===== src/rtl/wr_stream_ctrl_pkg.sv =====
// wr_stream_ctrl_pkg: shared skid-buffer state type and FIFO depth helper.
package wr_stream_ctrl_pkg;
  typedef enum logic [1:0] {EMPTY, ONE, TWO} skid_state_t;
  function automatic int unsigned depth(input int unsigned addrsize);
    return 32'd1 << addrsize;
  endfunction
endpackage


===== src/rtl/wr_stream_ctrl_gray2bin.sv =====
// gray2bin: combinational Gray-to-binary conversion by XOR prefix from the MSB.
module gray2bin #(
  parameter int W = 5
) (
  input  logic [W-1:0] gray,
  output logic [W-1:0] bin
);
  for (genvar i = 0; i < W; i++) begin : g_bit
    assign bin[i] = ^gray[W-1:i];
  end
endmodule


===== src/rtl/wr_stream_ctrl.sv =====
// wr_stream_ctrl: write-side skid buffer feeding winc/wdata, plus registered fill level and error tracking.
module wr_stream_ctrl
  import wr_stream_ctrl_pkg::*;
#(
  parameter int ADDRSIZE  = 4,
  parameter int DATASIZE  = 8,
  parameter int AF_THRESH = 12
) (
  input  logic                wclk,
  input  logic                wrst,
  input  logic                s_valid,
  input  logic [DATASIZE-1:0] s_data,
  output logic                s_ready,
  input  logic                full,
  input  logic [ADDRSIZE:0]   wptr,
  input  logic [ADDRSIZE:0]   rptr_sync,
  output logic                winc,
  output logic [DATASIZE-1:0] wdata,
  output logic [ADDRSIZE:0]   wlevel,
  output logic                almost_full,
  output logic                ptr_err
);
  localparam logic [ADDRSIZE:0] DEPTH_P = (ADDRSIZE+1)'(depth(ADDRSIZE));
  localparam logic [ADDRSIZE:0] AF_P    = (ADDRSIZE+1)'(AF_THRESH);
  skid_state_t         state, state_n;
  logic [DATASIZE-1:0] main_q, skid_q;
  logic                accept, load_in, load_skid, load_fwd;
  logic [ADDRSIZE:0]   wbin, rbin, diff, lvl;
  assign s_ready = !wrst && (state != TWO);
  assign winc    = (state != EMPTY) && !full;
  assign wdata   = main_q;
  assign accept  = s_valid && s_ready;
  always_comb begin
    state_n   = state;
    load_in   = 1'b0;
    load_skid = 1'b0;
    load_fwd  = 1'b0;
    case (state)
      EMPTY: begin
        state_n = accept ? ONE : EMPTY;
        load_in = accept;
      end
      ONE: begin
        state_n   = (accept && !winc) ? TWO : (!accept && winc) ? EMPTY : ONE;
        load_in   = accept && winc;
        load_skid = accept && !winc;
      end
      default: begin
        state_n  = winc ? ONE : TWO;
        load_fwd = winc;
      end
    endcase
  end
  always_ff @(posedge wclk or posedge wrst) begin
    if (wrst) begin
      state  <= EMPTY;
      main_q <= '0;
      skid_q <= '0;
    end else begin
      state <= state_n;
      if (load_in) main_q <= s_data;
      else if (load_fwd) main_q <= skid_q;
      if (load_skid) skid_q <= s_data;
    end
  end
  gray2bin #(.W(ADDRSIZE+1)) u_wbin (.gray(wptr),      .bin(wbin));
  gray2bin #(.W(ADDRSIZE+1)) u_rbin (.gray(rptr_sync), .bin(rbin));
  // Modular subtraction makes pointer wrap transparent; anything beyond depth is corruption.
  assign diff = wbin - rbin;
  assign lvl  = (diff > DEPTH_P) ? DEPTH_P : diff;
  always_ff @(posedge wclk or posedge wrst) begin
    if (wrst) begin
      wlevel      <= '0;
      almost_full <= 1'b0;
      ptr_err     <= 1'b0;
    end else begin
      wlevel      <= lvl;
      almost_full <= lvl >= AF_P;
      ptr_err     <= ptr_err || (diff > DEPTH_P);
    end
  end
endmodule


===== config.mk =====
export PLATFORM = sky130hd
export DESIGN_NAME = wr_stream_ctrl
export DESIGN_NICKNAME = d
export VERILOG_FILES = /design/src/rtl/wr_stream_ctrl_pkg.sv /design/src/rtl/wr_stream_ctrl_gray2bin.sv /design/src/rtl/wr_stream_ctrl.sv
export SDC_FILE = /design/constraint.sdc
export NUM_CORES = 1
export LEC_CHECK = 0
export ABC_AREA = 1
export CAP_MARGIN = 20
export CORE_ASPECT_RATIO = 0.8
export CORE_MARGIN = 10
export CORE_UTILIZATION = 44
export CTS_CLUSTER_DIAMETER = 200
export DETAILED_ROUTE_END_ITERATION = 16
export GPL_TIMING_DRIVEN = 1
export HOLD_SLACK_MARGIN = 0.15
export MAX_ROUTING_LAYER = met4
export PLACE_DENSITY = 0.78
export SLEW_MARGIN = 20
export SYNTH_ARGS = -nofsm -noshare
export SYNTH_HDL_FRONTEND = slang
export SYNTH_HIERARCHICAL = 1
export SYNTH_SLANG_ARGS = --single-unit

===== constraint.sdc =====
create_clock -name wclk -period 1.35 [get_ports wclk]
set_input_delay 0.27 -clock wclk [delete_from_list [all_inputs] [get_ports wclk]]
set_output_delay 0.27 -clock wclk [all_outputs]
set_load 0.05 [all_outputs]

==> flow_metrics.py, run 1 <==
metrics = {
    "outcome": {
        "status": "complete, but fails checks",
        "failed_checks": "setup timing",
    },
    "hold_path": {
        "min_path_type": "primary input to asynchronous set/reset pin",
    },
    "sta": {
        "layout_setup_ws_ns": -0.6157,
        "slew_headroom": 0.7831,
        "max_freq_mhz": 508.7,
        "post-route-period-util": 1.456,
        "setup_viol_count_final": 27,
        "timing_hold_violations_final": 0,
        "shortest_clock_period_the_worst_path_allows_after_layout_ns": 1.966,
        "setup_repair_after_global_routing_missed_its_margin": "true",
        "finClkSkew_ns": 0.003058,
        "finalMaxSlewViolations": 0,
        "worst_pin_slew_ns": 0.3254,
    },
    "clocking": {
        "cts_inserted_buffers": 3,
        "worst_setup_hold_path_clk_slew_ns": 0.09,
        "clk-insertion-delay-late_ns": 0.27,
        "cts_num_sinks": 25,
        "clockRootBuffer": "sky130_fd_sc_hd__clkbuf_8",
        "cts.htree.levels": 1,
        "max-clock-path-buffers": 2,
        "cts-hold-fix-buffers": 0,
        "tritoncts_clock_tree": "built",
    },
    "final_layout": {
        "area_delta_synth_final_pct": 89.25,
        "diodes": 0,
        "layout.nets": 322,
        "post_route_cells_drive_above_1_share": 0.5822,
        "postLayoutCoreUtil": 0.8690,
        "post_layout_nonfiller_instances": 334,
    },
    "placed_design": {
        "port-buffer-count": 38,
        "dpl.hpwl_mm": 3.273,
        "numPlacedInstances": 321,
        "gp_routability_congestion": 0.8339,
    },
    "setup_path": {
        "worst-path-max-fanout": 4,
        "worstSetupEndpointType": "flip-flop",
        "crit_path_frequent_cell": "sky130_fd_sc_hd__nand2_1",
        "critical_path_type": "primary input to flip-flop",
        "path_cells": "buf_8, buf_6, nand2_4, nand3_1, nand3_2, nand2_1, inv_1, inv_1, ha_2, fa_2, nand2_2, a21oi_2, nand3_2, nand2_1, nand2_1",
        "slowest_delay_ns": 0.56,
        "worst_ep_required_time_ns": 1.52,
        "crit_arrival_ns": 2.14,
        "startpoint_kind_of_the_worst_setup_timing_path": "primary input",
        "critPathSlowestCell": "sky130_fd_sc_hd__fa_2",
    },
    "pwr": {
        "comb_power_share": 0.640,
        "pwr-share-clk": 0.092,
        "power_switching_share": 0.4536,
        "switchingPower_mw": 2.260,
        "power_leakage_nw": 1.504,
        "power.density_cell_area_nw_per_um2": 1664,
        "worst_ir_drop_vdd_uv": 1345,
        "intPower_mw": 2.723,
        "power.share.sequential": 0.268,
    },
    "detailed_routing": {
        "drc": 0,
        "dr.pass1.iters": 4,
        "first_iter_violations": 140,
        "routed_via_density": 5.410,
        "routed_wl_mm": 6.061,
        "route.vias.total": 1807,
        "wl_per_cell_um": 18.15,
        "antenna_left": 0,
    },
    "logic_synthesis": {
        "yosys.cell_types.count": 17,
        "synth_largest_type_area_fraction": 0.3953,
        "synth_nets": 242,
        "number_of_flip_flops_and_latches_in_the_synthesized_netlist": 25,
        "synth_top_flop_cell": "sky130_fd_sc_hd__dfrtp_1",
        "number_of_synthesized_flops_with_an_enable_pin": 0,
        "synth.area.top_cells": "sky130_fd_sc_hd__dfrtp_1 40%, sky130_fd_sc_hd__nand2_1 15%, sky130_fd_sc_hd__nand3_1 11%",
        "yosys_warnings": 6,
        "async_reset_ff_frac": 1.000,
        "avgSynthCellArea_um2": 7.431,
        "synthCells": 213,
        "synth-seq-area-share": 0.3953,
        "post-synth-top-area-cell": "sky130_fd_sc_hd__dfrtp_1",
        "syn_area_um2": 1583,
    },
    "floorplanning": {
        "io-pin-count": 39,
        "floorplan.die.width_um": 87.06,
        "core_region_area_um2": 3447,
        "design.die.area_um2": 6411,
        "initial_core_utilization": 0.4592,
        "floorplan.rows": 19,
        "floorplan.die.height_um": 73.65,
    },
    "global_routing": {
        "grt.overflow.total": 0,
        "first_global_vias": 1833,
        "grt_pass1_wl_mm": 8.845,
        "initial_antenna_violation_count": 0,
        "grt_max_degree": 26,
        "groute.usage.overall": 0.1726,
    },
    "flow_run": {
        "maxCapViolCount": 0,
    },
}
==> cells in the final DEF, fill, tap and decap left out <==
cell type	Yosys	routed
sky130_fd_sc_hd__inv_1	40	27
sky130_fd_sc_hd__clkbuf_8	0	3
sky130_fd_sc_hd__buf_2	0	6
sky130_fd_sc_hd__clkdlybuf4s50_1	0	10
sky130_fd_sc_hd__dfrtp_2	0	2
sky130_fd_sc_hd__o21ai_2	0	9
sky130_fd_sc_hd__nand2_1	62	35
sky130_fd_sc_hd__nand2_4	0	10
sky130_fd_sc_hd__ha_1	6	2
sky130_fd_sc_hd__inv_2	2	6
sky130_fd_sc_hd__inv_4	0	6
sky130_fd_sc_hd__inv_12	0	1
sky130_fd_sc_hd__and2_4	0	1
sky130_fd_sc_hd__inv_6	0	2
sky130_fd_sc_hd__dlygate4sd2_1	0	1
sky130_fd_sc_hd__buf_6	0	13
sky130_fd_sc_hd__nand3_4	2	9
sky130_fd_sc_hd__nand4_2	1	1
sky130_fd_sc_hd__a21oi_1	9	4
sky130_fd_sc_hd__buf_4	3	27
sky130_fd_sc_hd__nand3b_1	8	8
sky130_fd_sc_hd__nand2_2	4	20
sky130_fd_sc_hd__nand3_2	4	22
sky130_fd_sc_hd__clkinv_2	0	1
sky130_fd_sc_hd__ha_2	0	1
sky130_fd_sc_hd__nand2_8	0	1
sky130_fd_sc_hd__nand3_1	35	12
sky130_fd_sc_hd__buf_8	0	2
sky130_fd_sc_hd__a21oi_2	0	3
sky130_fd_sc_hd__ha_4	0	3
sky130_fd_sc_hd__a21oi_4	0	2
sky130_fd_sc_hd__fa_2	0	1
sky130_fd_sc_hd__buf_12	0	17
sky130_fd_sc_hd__clkdlybuf4s15_2	0	1
sky130_fd_sc_hd__dfrtp_1	25	23
==> layer usage <==
| layer | up-vias | global-route usage | wire length [um] |
|---|---|---|---|
| met5 | - | - | 0 |
| li1 | 842 | - | - |
| met1 | 866 | 0.1867 | 2316 |
| met4 | 0 | 0.04668 | 243 |
| met2 | 72 | 0.3152 | 3227 |
| met3 | 27 | 0.03204 | 273 |
==> synth_stat cells (2+ instances only) <==
cell,n
sky130_fd_sc_hd__nand3_4,2
sky130_fd_sc_hd__dfrtp_1,25
sky130_fd_sc_hd__nand3_2,4
sky130_fd_sc_hd__o21ai_0,9
sky130_fd_sc_hd__inv_1,40
sky130_fd_sc_hd__buf_4,3
sky130_fd_sc_hd__nand2_2,4
sky130_fd_sc_hd__ha_1,6
sky130_fd_sc_hd__nand3_1,35
sky130_fd_sc_hd__a21oi_1,9
sky130_fd_sc_hd__inv_2,2
sky130_fd_sc_hd__nand2_1,62
sky130_fd_sc_hd__nand3b_1,8
==> path summary, 6_finish.rpt <==
kind                              to  slack, ns       from  depth (start not counted)
max in group asynchronous   state[1]       0.78       wrst                          3
max reg2reg                 wdata[4]      -0.27   state[1]                          8
max                          ptr_err      -0.62    wptr[4]                         15
min reg2reg                skid_q[1]       0.49  skid_q[1]                          2
min                         state[0]       0.31       wrst                          3
min in group wclk          skid_q[1]       0.49  skid_q[1]                          2
==> cells by family (layout without fill, tap and decap cells) <==
group,Yosys count,count (layout),synth area share
AND/OR/NAND/NOR,117,119,0.3707
flip-flops,25,25,0.3953
adder cells (fa/ha/maj),7,7,0.06008
AO/OA/AOI/OAI,18,18,0.05691
buffers and inverters,46,123,0.1170
==> stage by stage <==
step	setup WS (ns)	area (um2)	TNS (ns)	total power, mW	hold slack, ns
floorplan	-0.4343	1797	-8.953	2.704	0.3129
global placement	-1.168	2604	-14.96	3.914	0.4643
detailed placement	-1.267	2604	-16.12	3.967	0.4720
CTS	-0.5508	2840	-6.216	4.621	0.2840
global route	-0.7212	2995	-8.764	5.210	0.3467
finish	-0.6157	2995	-7.484	4.983	0.3132
==> sequential cells by signal, summed over array words and instances, names as in the netlist <==
name	cells
wlevel	5
wdata	8
skid_q	8
almost_full	1
state	2
ptr_err	1
==> repair_timing <==
action / CTS / global route
endpoints found under the setup margin: 27 / 27
gates resized for setup: 80 / 46
buffers inserted: 7 / 4
gates cloned: 2 / 0
pin swaps: 30 / 23
==> final cells by class <==
| type | instances | area, um2 |
|---|---|---|
| Inverter | 42 | 195.2 |
| Sequential cell | 25 | 628.1 |
| Clock buffer | 3 | 41.29 |
| Fill cell | 145 | 451.7 |
| Timing Repair Buffer | 77 | 869.6 |
| Clock inverter | 1 | 5.005 |
| Multi-Input combinational cell | 144 | 1204 |
| Tap cell | 42 | 52.55 |
==> power groups by stage <==
stage               Combinational (mW)  Clock, mW  Sequential (mW)
detailed placement                2.66          0             1.30
finish                            3.19      0.458             1.34
global placement                  2.61          0             1.30
floorplan                        0.947          0             1.76
global route                      3.37      0.472             1.37
CTS                               2.88      0.440             1.30
==> critical path: cells and delay by family <==
| kind | cells | cell delay, ns |
|---|---|---|
| AOI/OAI and AO/OA | 1 | 0.12 |
| adders and majority gates | 2 | 0.76 |
| and+or+nand+nor | 8 | 0.66 |
| buffers and inverters | 4 | 0.32 |
No activity file was read; power rests on OpenSTA's default activity.
==> inputs of run 2 (changes only) <==
CAP_MARGIN = default   (was 20)
CTS_CLUSTER_DIAMETER = 100   (was 200)
==> results of run 2 <==
Same layout as run 1: the final DEF is identical, and so are final timing and power.
